$ cat src/rtl/spi_reg_slave.sv
// SPI slave (mode set by CPOL/CPHA) fronting a byte-wide register bank with address auto-increment.
// Optional: define SPI_ERR_CNT_EN for a saturating protocol error counter at address 0xFF.
//
// state   | meaning
// IDLE    | waiting for csn falling edge (only after csn has been seen high)
// OPCODE  | shifting in the opcode byte
// ADDR    | shifting in the start address
// DATA    | write or read data bytes, address auto-increments
// DISCARD | unknown opcode, bits ignored until csn high
module spi_reg_slave #(
    parameter int         NUM_REGS    = 16,
    parameter bit         CPOL        = 1'b0,
    parameter bit         CPHA        = 1'b0,
    parameter logic [7:0] RST_VAL     = 8'h00,
    parameter int         SYNC_STAGES = 2
) (
    input  logic                  clk,
    input  logic                  rstn,
    input  logic                  sclk_i,
    input  logic                  csn_i,
    input  logic                  mosi_i,
    output logic                  miso_o,
    output logic                  miso_oe_o,
    output logic [NUM_REGS*8-1:0] regs_o,
    output logic                  wr_stb_o,
    output logic [7:0]            wr_addr_o,
    output logic [7:0]            wr_data_o,
    output logic                  busy_o
);
    localparam int         AW    = (NUM_REGS > 1) ? $clog2(NUM_REGS) : 1;
    localparam logic [8:0] NREGS = 9'(NUM_REGS);
    localparam logic [7:0] OP_WR = 8'h40;
    localparam logic [7:0] OP_RD = 8'h41;

    typedef enum logic [2:0] {IDLE, OPCODE, ADDR, DATA, DISCARD} state_t;
    state_t state_q, state_d;

    logic [SYNC_STAGES-1:0] sclk_sync, csn_sync, mosi_sync, vld_sync;
    logic       sclk_s, csn_s, mosi_s, sclk_d, csn_d, armed_q;
    logic       sclk_chg, lead_edge, trail_edge, smp_edge, shf_edge;
    logic       in_frame, byte_done, op_valid;
    logic [2:0] bit_cnt_q;
    logic [6:0] rx_sr_q;
    logic [7:0] rx_byte, addr_q, tx_sr_q, rd_sel, rd_data;
    logic       is_rd_q, miso_q;
    logic [7:0] regs_q [NUM_REGS];

`ifdef SPI_ERR_CNT_EN
    logic [7:0] err_cnt_q;
    logic       err_inc, err_clr;
`endif

    assign sclk_s = sclk_sync[SYNC_STAGES-1];
    assign csn_s  = csn_sync[SYNC_STAGES-1];
    assign mosi_s = mosi_sync[SYNC_STAGES-1];

    // vld_sync marks when the synchroniser holds real samples rather than reset values,
    // so a frame already in flight at reset release is never mistaken for a new one.
    always_ff @(posedge clk or negedge rstn) begin
        if (!rstn) begin
            sclk_sync <= {SYNC_STAGES{CPOL}};
            csn_sync  <= '1;
            mosi_sync <= '0;
            vld_sync  <= '0;
            sclk_d    <= CPOL;
            csn_d     <= 1'b1;
            armed_q   <= 1'b0;
        end else begin
            sclk_sync <= {sclk_sync[SYNC_STAGES-2:0], sclk_i};
            csn_sync  <= {csn_sync[SYNC_STAGES-2:0], csn_i};
            mosi_sync <= {mosi_sync[SYNC_STAGES-2:0], mosi_i};
            vld_sync  <= {vld_sync[SYNC_STAGES-2:0], 1'b1};
            sclk_d    <= sclk_s;
            csn_d     <= csn_s;
            if (vld_sync[SYNC_STAGES-1] && csn_s) armed_q <= 1'b1;
        end
    end

    assign sclk_chg   = (sclk_s != sclk_d) && !csn_s;
    assign lead_edge  = sclk_chg && (sclk_s != CPOL);
    assign trail_edge = sclk_chg && (sclk_s == CPOL);
    assign smp_edge   = CPHA ? trail_edge : lead_edge;
    assign shf_edge   = CPHA ? lead_edge : trail_edge;

    assign in_frame  = (state_q == OPCODE) || (state_q == ADDR) || (state_q == DATA);
    assign rx_byte   = {rx_sr_q, mosi_s};
    assign byte_done = in_frame && smp_edge && (bit_cnt_q == 3'd7);
    assign op_valid  = (rx_byte == OP_WR) || (rx_byte == OP_RD);
    assign busy_o    = !csn_s;

    always_ff @(posedge clk or negedge rstn) begin
        if (!rstn) state_q <= IDLE;
        else       state_q <= state_d;
    end

    always_comb begin
        state_d   = state_q;
        miso_oe_o = 1'b0;
        case (state_q)
            IDLE:    if (armed_q && csn_d && !csn_s) state_d = OPCODE;
            OPCODE:  if (byte_done) state_d = op_valid ? ADDR : DISCARD;
            ADDR:    if (byte_done) state_d = DATA;
            DATA:    miso_oe_o = is_rd_q && !csn_s;
            default: state_d = state_q;
        endcase
        if ((state_q != IDLE) && csn_s) state_d = IDLE;
    end

    assign miso_o = miso_oe_o & miso_q;

    // Read source: start address at the end of ADDR, next address during DATA.
    always_comb begin
        rd_sel  = (state_q == ADDR) ? rx_byte : addr_q + 8'd1;
        rd_data = 8'h00;
        if ({1'b0, rd_sel} < NREGS) rd_data = regs_q[rd_sel[AW-1:0]];
`ifdef SPI_ERR_CNT_EN
        else if (rd_sel == 8'hFF) rd_data = err_cnt_q;
`endif
    end

    always_ff @(posedge clk or negedge rstn) begin
        if (!rstn) begin
            bit_cnt_q <= '0;
            rx_sr_q   <= '0;
            addr_q    <= '0;
            is_rd_q   <= 1'b0;
            tx_sr_q   <= '0;
            miso_q    <= 1'b0;
            wr_stb_o  <= 1'b0;
            wr_addr_o <= '0;
            wr_data_o <= '0;
            for (int k = 0; k < NUM_REGS; k++) regs_q[k] <= RST_VAL;
        end else begin
            wr_stb_o <= 1'b0;
            if (!in_frame) bit_cnt_q <= '0;
            if (state_q == IDLE) miso_q <= 1'b0;
            if (in_frame && smp_edge) begin
                bit_cnt_q <= bit_cnt_q + 3'd1;
                rx_sr_q   <= rx_byte[6:0];
            end
            if (byte_done) begin
                if (state_q == OPCODE) is_rd_q <= (rx_byte == OP_RD);
                if (state_q == ADDR) addr_q <= rx_byte;
                if (state_q == DATA) addr_q <= addr_q + 8'd1;
                if (((state_q == ADDR) || (state_q == DATA)) && is_rd_q) begin
                    tx_sr_q <= CPHA ? rd_data : {rd_data[6:0], 1'b0};
                    if (!CPHA) miso_q <= rd_data[7];
                end
                if ((state_q == DATA) && !is_rd_q && ({1'b0, addr_q} < NREGS)) begin
                    regs_q[addr_q[AW-1:0]] <= rx_byte;
                    wr_stb_o  <= 1'b1;
                    wr_addr_o <= addr_q;
                    wr_data_o <= rx_byte;
                end
            end
            // With CPHA=0 the MSB is already out after the load, so the first shift edge is skipped.
            if (shf_edge && (state_q == DATA) && is_rd_q && (CPHA || (bit_cnt_q != 3'd0))) begin
                miso_q  <= tx_sr_q[7];
                tx_sr_q <= {tx_sr_q[6:0], 1'b0};
            end
        end
    end

`ifdef SPI_ERR_CNT_EN
    assign err_inc = ((state_q == OPCODE) && byte_done && !op_valid) ||
                     (in_frame && csn_s && !csn_d && (bit_cnt_q != 3'd0));
    assign err_clr = (state_q == DATA) && byte_done && !is_rd_q && (addr_q == 8'hFF);

    always_ff @(posedge clk or negedge rstn) begin
        if (!rstn)                               err_cnt_q <= '0;
        else if (err_clr)                        err_cnt_q <= '0;
        else if (err_inc && (err_cnt_q != 8'hFF)) err_cnt_q <= err_cnt_q + 8'd1;
    end
`endif

    always_comb begin
        for (int k = 0; k < NUM_REGS; k++) regs_o[8*k +: 8] = regs_q[k];
    end
endmodule

$ cat config.mk
export PLATFORM = sky130hd
export DESIGN_NAME = spi_reg_slave
export DESIGN_NICKNAME = d
export VERILOG_FILES = /design/src/rtl/spi_reg_slave.sv
export SDC_FILE = /design/constraint.sdc
export NUM_CORES = 1
export LEC_CHECK = 0
export ABC_CLOCK_PERIOD_IN_PS = 3100
export BUFFER_PORTS_ARGS = -buffer_cell sky130_fd_sc_hd__buf_2
export CORE_ASPECT_RATIO = 1.2
export CORE_MARGIN = 1.5
export CORE_UTILIZATION = 25
export DETAILED_ROUTE_END_ITERATION = 7
export PLACE_DENSITY = 0.42
export SYNTH_ARGS = -nofsm -noshare
export SYNTH_HDL_FRONTEND = slang
export SYNTH_SLANG_ARGS = --single-unit
export TNS_END_PERCENT = 100
$ cat constraint.sdc
create_clock -name clk -period 3.1 [get_ports clk]
set_input_delay 0.62 -clock clk [delete_from_list [all_inputs] [get_ports clk]]
set_output_delay 0.62 -clock clk [all_outputs]
set_load 0.02 [all_outputs]
==> out/summary.txt <==
Status: finished clean
Min-Delay Path Class: in2async
Core ar.: 35,000 sq um
Register bit total from synthesis: 186
CP required: 3400 ps
Worst Setup Start Kind: register
Wirelength, routed: 31.66 mm
Critical path peak fanout: 14
Slew of the pin with the lowest slew margin: 924.7 ps
RSZ-0062 raised after global routing: false
Port Buf Inserts: 152
Synth cell types: 67
Clock slew at reported path FFs: 70 ps
Final setup viols: 0
Period minus WS final: 2874 ps
Fillers: 3,628
Clock Root Buffer: clkbuf_16
First-pass GRT wire length: 47.31 mm
MaxCap Viol Count: 0
Synth async-reset ratio: 1.000
Antenna viol nets, final: 0
Power Density: 465.9 nW/um^2
Fmax: 348.0 MHz
Ant. Diodes: 0
Worst EP arrival: 3180 ps
Setup Crit Path Kind: reg2reg
Setup TNS: 0 ps
Wire length per cell: 23.57 um
Commonest cells post-synth: dfrtp_1, mux2_2, nand2_1
IO Count: 153
Die width: 175.0 um
Mapped Cells: 707
Mapped Area: 8880 sq um
Worst VDD drop: 280.4 uV
Post-synth top area share: 0.5157
Post-synth top area cell: dfrtp_1
CTS Sinks: 186
Crit-path cells: or3b_1 > a21o_1 > buf_4 > nand2_1 > o21ai_0 > a2111oi_1 > a221oi_1
CTS HTree Levels: 4
Vias in the first global route: 6,764
Placed cells: 1,311
Via-per-instance ratio: 4.853
Tot GR Track Use: 0.1779
Die area: 36,660 sq um
Dpl hpwl: 23.01 mm
Clock skew: 14.41 ps
Hold_ws: 179.0 ps
Pwr Total: 5.116 mW
Clk_lat worst skew: 450 ps
Slowest-stage cell, CP: dfrtp_1
Fin. Hold Viols: 0
Lkg Pwr: 5.589 nW
Syn_nets: 719
CTS Buf Count: 17
Number of enable flip-flop cells after synthesis: 0
Final #Nets: 880
Top area cells in the synthesized netlist: dfrtp_1, mux2_2, mux4_2, nand2_1, a21oi_1
Fraction of layout cells with a size suffix above 1: 0.4529
Routed via count: 6,517
Total global routing overflow: 0
Final Instance Count excl. Fillers: 1,343
Slowest cell delay on critical path: 530 ps
Post-CTS setup buffers: 0
CTS tree: built
Slew Limit Headroom: 0.3794
Top-count cell post-synth: dfrtp_1
Area growth syn-to-layout: 23.64%
Largest net degree at the start of global routing: 74
Row count: 75
Pre-antenna DRT Iters: 5
Warnings, synthesis: 0
Initial cell density of the core: 0.2537
# hold bufs at CTS: 0
Final worst-path cycle share: 0.9271
Initial antenna violation count: 0
Die span in y: 209.5 um
Starting DRC count in detailed routing: 325
Placer Congestion: 0.8368
Main flop type after synthesis: dfrtp_1
Post-CTS sizing: 0
Setup crit end kind: register
Avg Inst Size Synth: 12.56 sq um
Drt drc: 0
Post-synthesis sequential area ratio: 0.5246
Clock buffer depth: 2
Max Slew Vio Count: 0
[routing by layer]
layer | GRT usage | part of all wire | vias to the layer above
li1 | - | - | 2914
met1 | 0.2200 | 0.42 | 3398
met2 | 0.3099 | 0.52 | 168
met3 | 0.03007 | 0.034 | 37
met4 | 0.06543 | 0.027 | 0
met5 | 0 | 0 | -
[flip-flops by register name, indices dropped and copies added (netlist names), 3 cells and up]
signal / cells
regs_o: 128
addr_q: 8
wr_addr_o: 8
wr_data_o: 8
rx_sr_q: 7
tx_sr_q: 7
bit_cnt_q: 3
state_q: 3
[layout make-up]
class / count / area [sq um] / share of cell area
Clock buffer: 19 / 452.9 / 0.04125
Timing Repair Buffer: 188 / 1077 / 0.09812
Multi-Input combinational cell: 463 / 3988 / 0.3632
Clock inverter: 13 / 178.9 / 0.01630
Sequential cell: 186 / 4659 / 0.4244
Tap cell: 462 / 578.1 / 0.05265
Inverter: 12 / 45.04 / 0.004103
[worst max-delay path: cells and delay by family, from the launching register on]
family / cells / cell delay, ps
compound gates: 4 / 1110
buf+inv: 1 / 280
flops: 1 / 530
simple gates: 2 / 800
[kinds of logic (layout without fill, tap and decap cells)]
group,after synthesis,count (layout),synth area share
mux,190,190,0.2636
flops,186,186,0.5246
simple gates,149,149,0.08553
compound gates,112,112,0.08398
buf+inv,58,232,0.02804
fa+ha+maj,7,7,0.009863
xor+xnor,4,4,0.003946
other cells,1,1,0.0004223
[cell usage in the layout, fill, tap and decap left out, drive strengths merged, types with 3 or more instances in the layout]
cell     instances
buf            187
dfrtp          183
mux2           156
nand2           74
a21oi           39
nor2            22
clkbuf          20
mux4            18
inv             18
mux2i           16
o21ai           14
a2111oi          8
a211oi           7
nand3            7
o211ai           7
ha               7
nor3             7
a31oi            6
o22ai            5
nor2b            5
and3b            4
nand4            4
a221oi           3
a22oi            3
o31ai            3
a21o             3
and4             3
nand2b           3
and2             3
xor2             3
o221ai           3
clkinv           3
bufinv           3
dfstp            3
nor3b            3
[worst paths after layout]
| path | cells after the start | slack (ps) | from | end |
|---|---|---|---|---|
| min in group clk | 1 | 270 | csn_i | csn_sync[0] |
| max | 7 | 230 | state_q[0] | tx_sr_q[3] |
| max in group asynchronous | 2 | 2090 | rstn | regs_o[103] |
| min reg2reg | 0 | 350 | vld_sync[0] | vld_sync[1] |
| min | 1 | 180 | rstn | mosi_sync[1] |
| max reg2reg | 7 | 230 | state_q[0] | tx_sr_q[3] |
[per-stage QoR]
stage / instance area [sq um] / setup WS [ps] / utilization
after floorplan: 8880 / 443.2 / -
after global placement: 10350 / -0.2658 / 0.2956
after detailed placement: 10350 / 131.0 / 0.2956
after CTS: 10980 / 121.2 / 0.3136
after global routing: 10980 / 6.399 / 0.3137
final: 10980 / 226.1 / 0.3137
[where the power goes]
group / total [mW] / switching (mW) / internal [mW]
registers: 2.48 / 0.0383 / 2.45
clock network: 2.40 / 1.07 / 1.34
logic: 0.229 / 0.174 / 0.0549
Power figures use the tool's default switching activity.
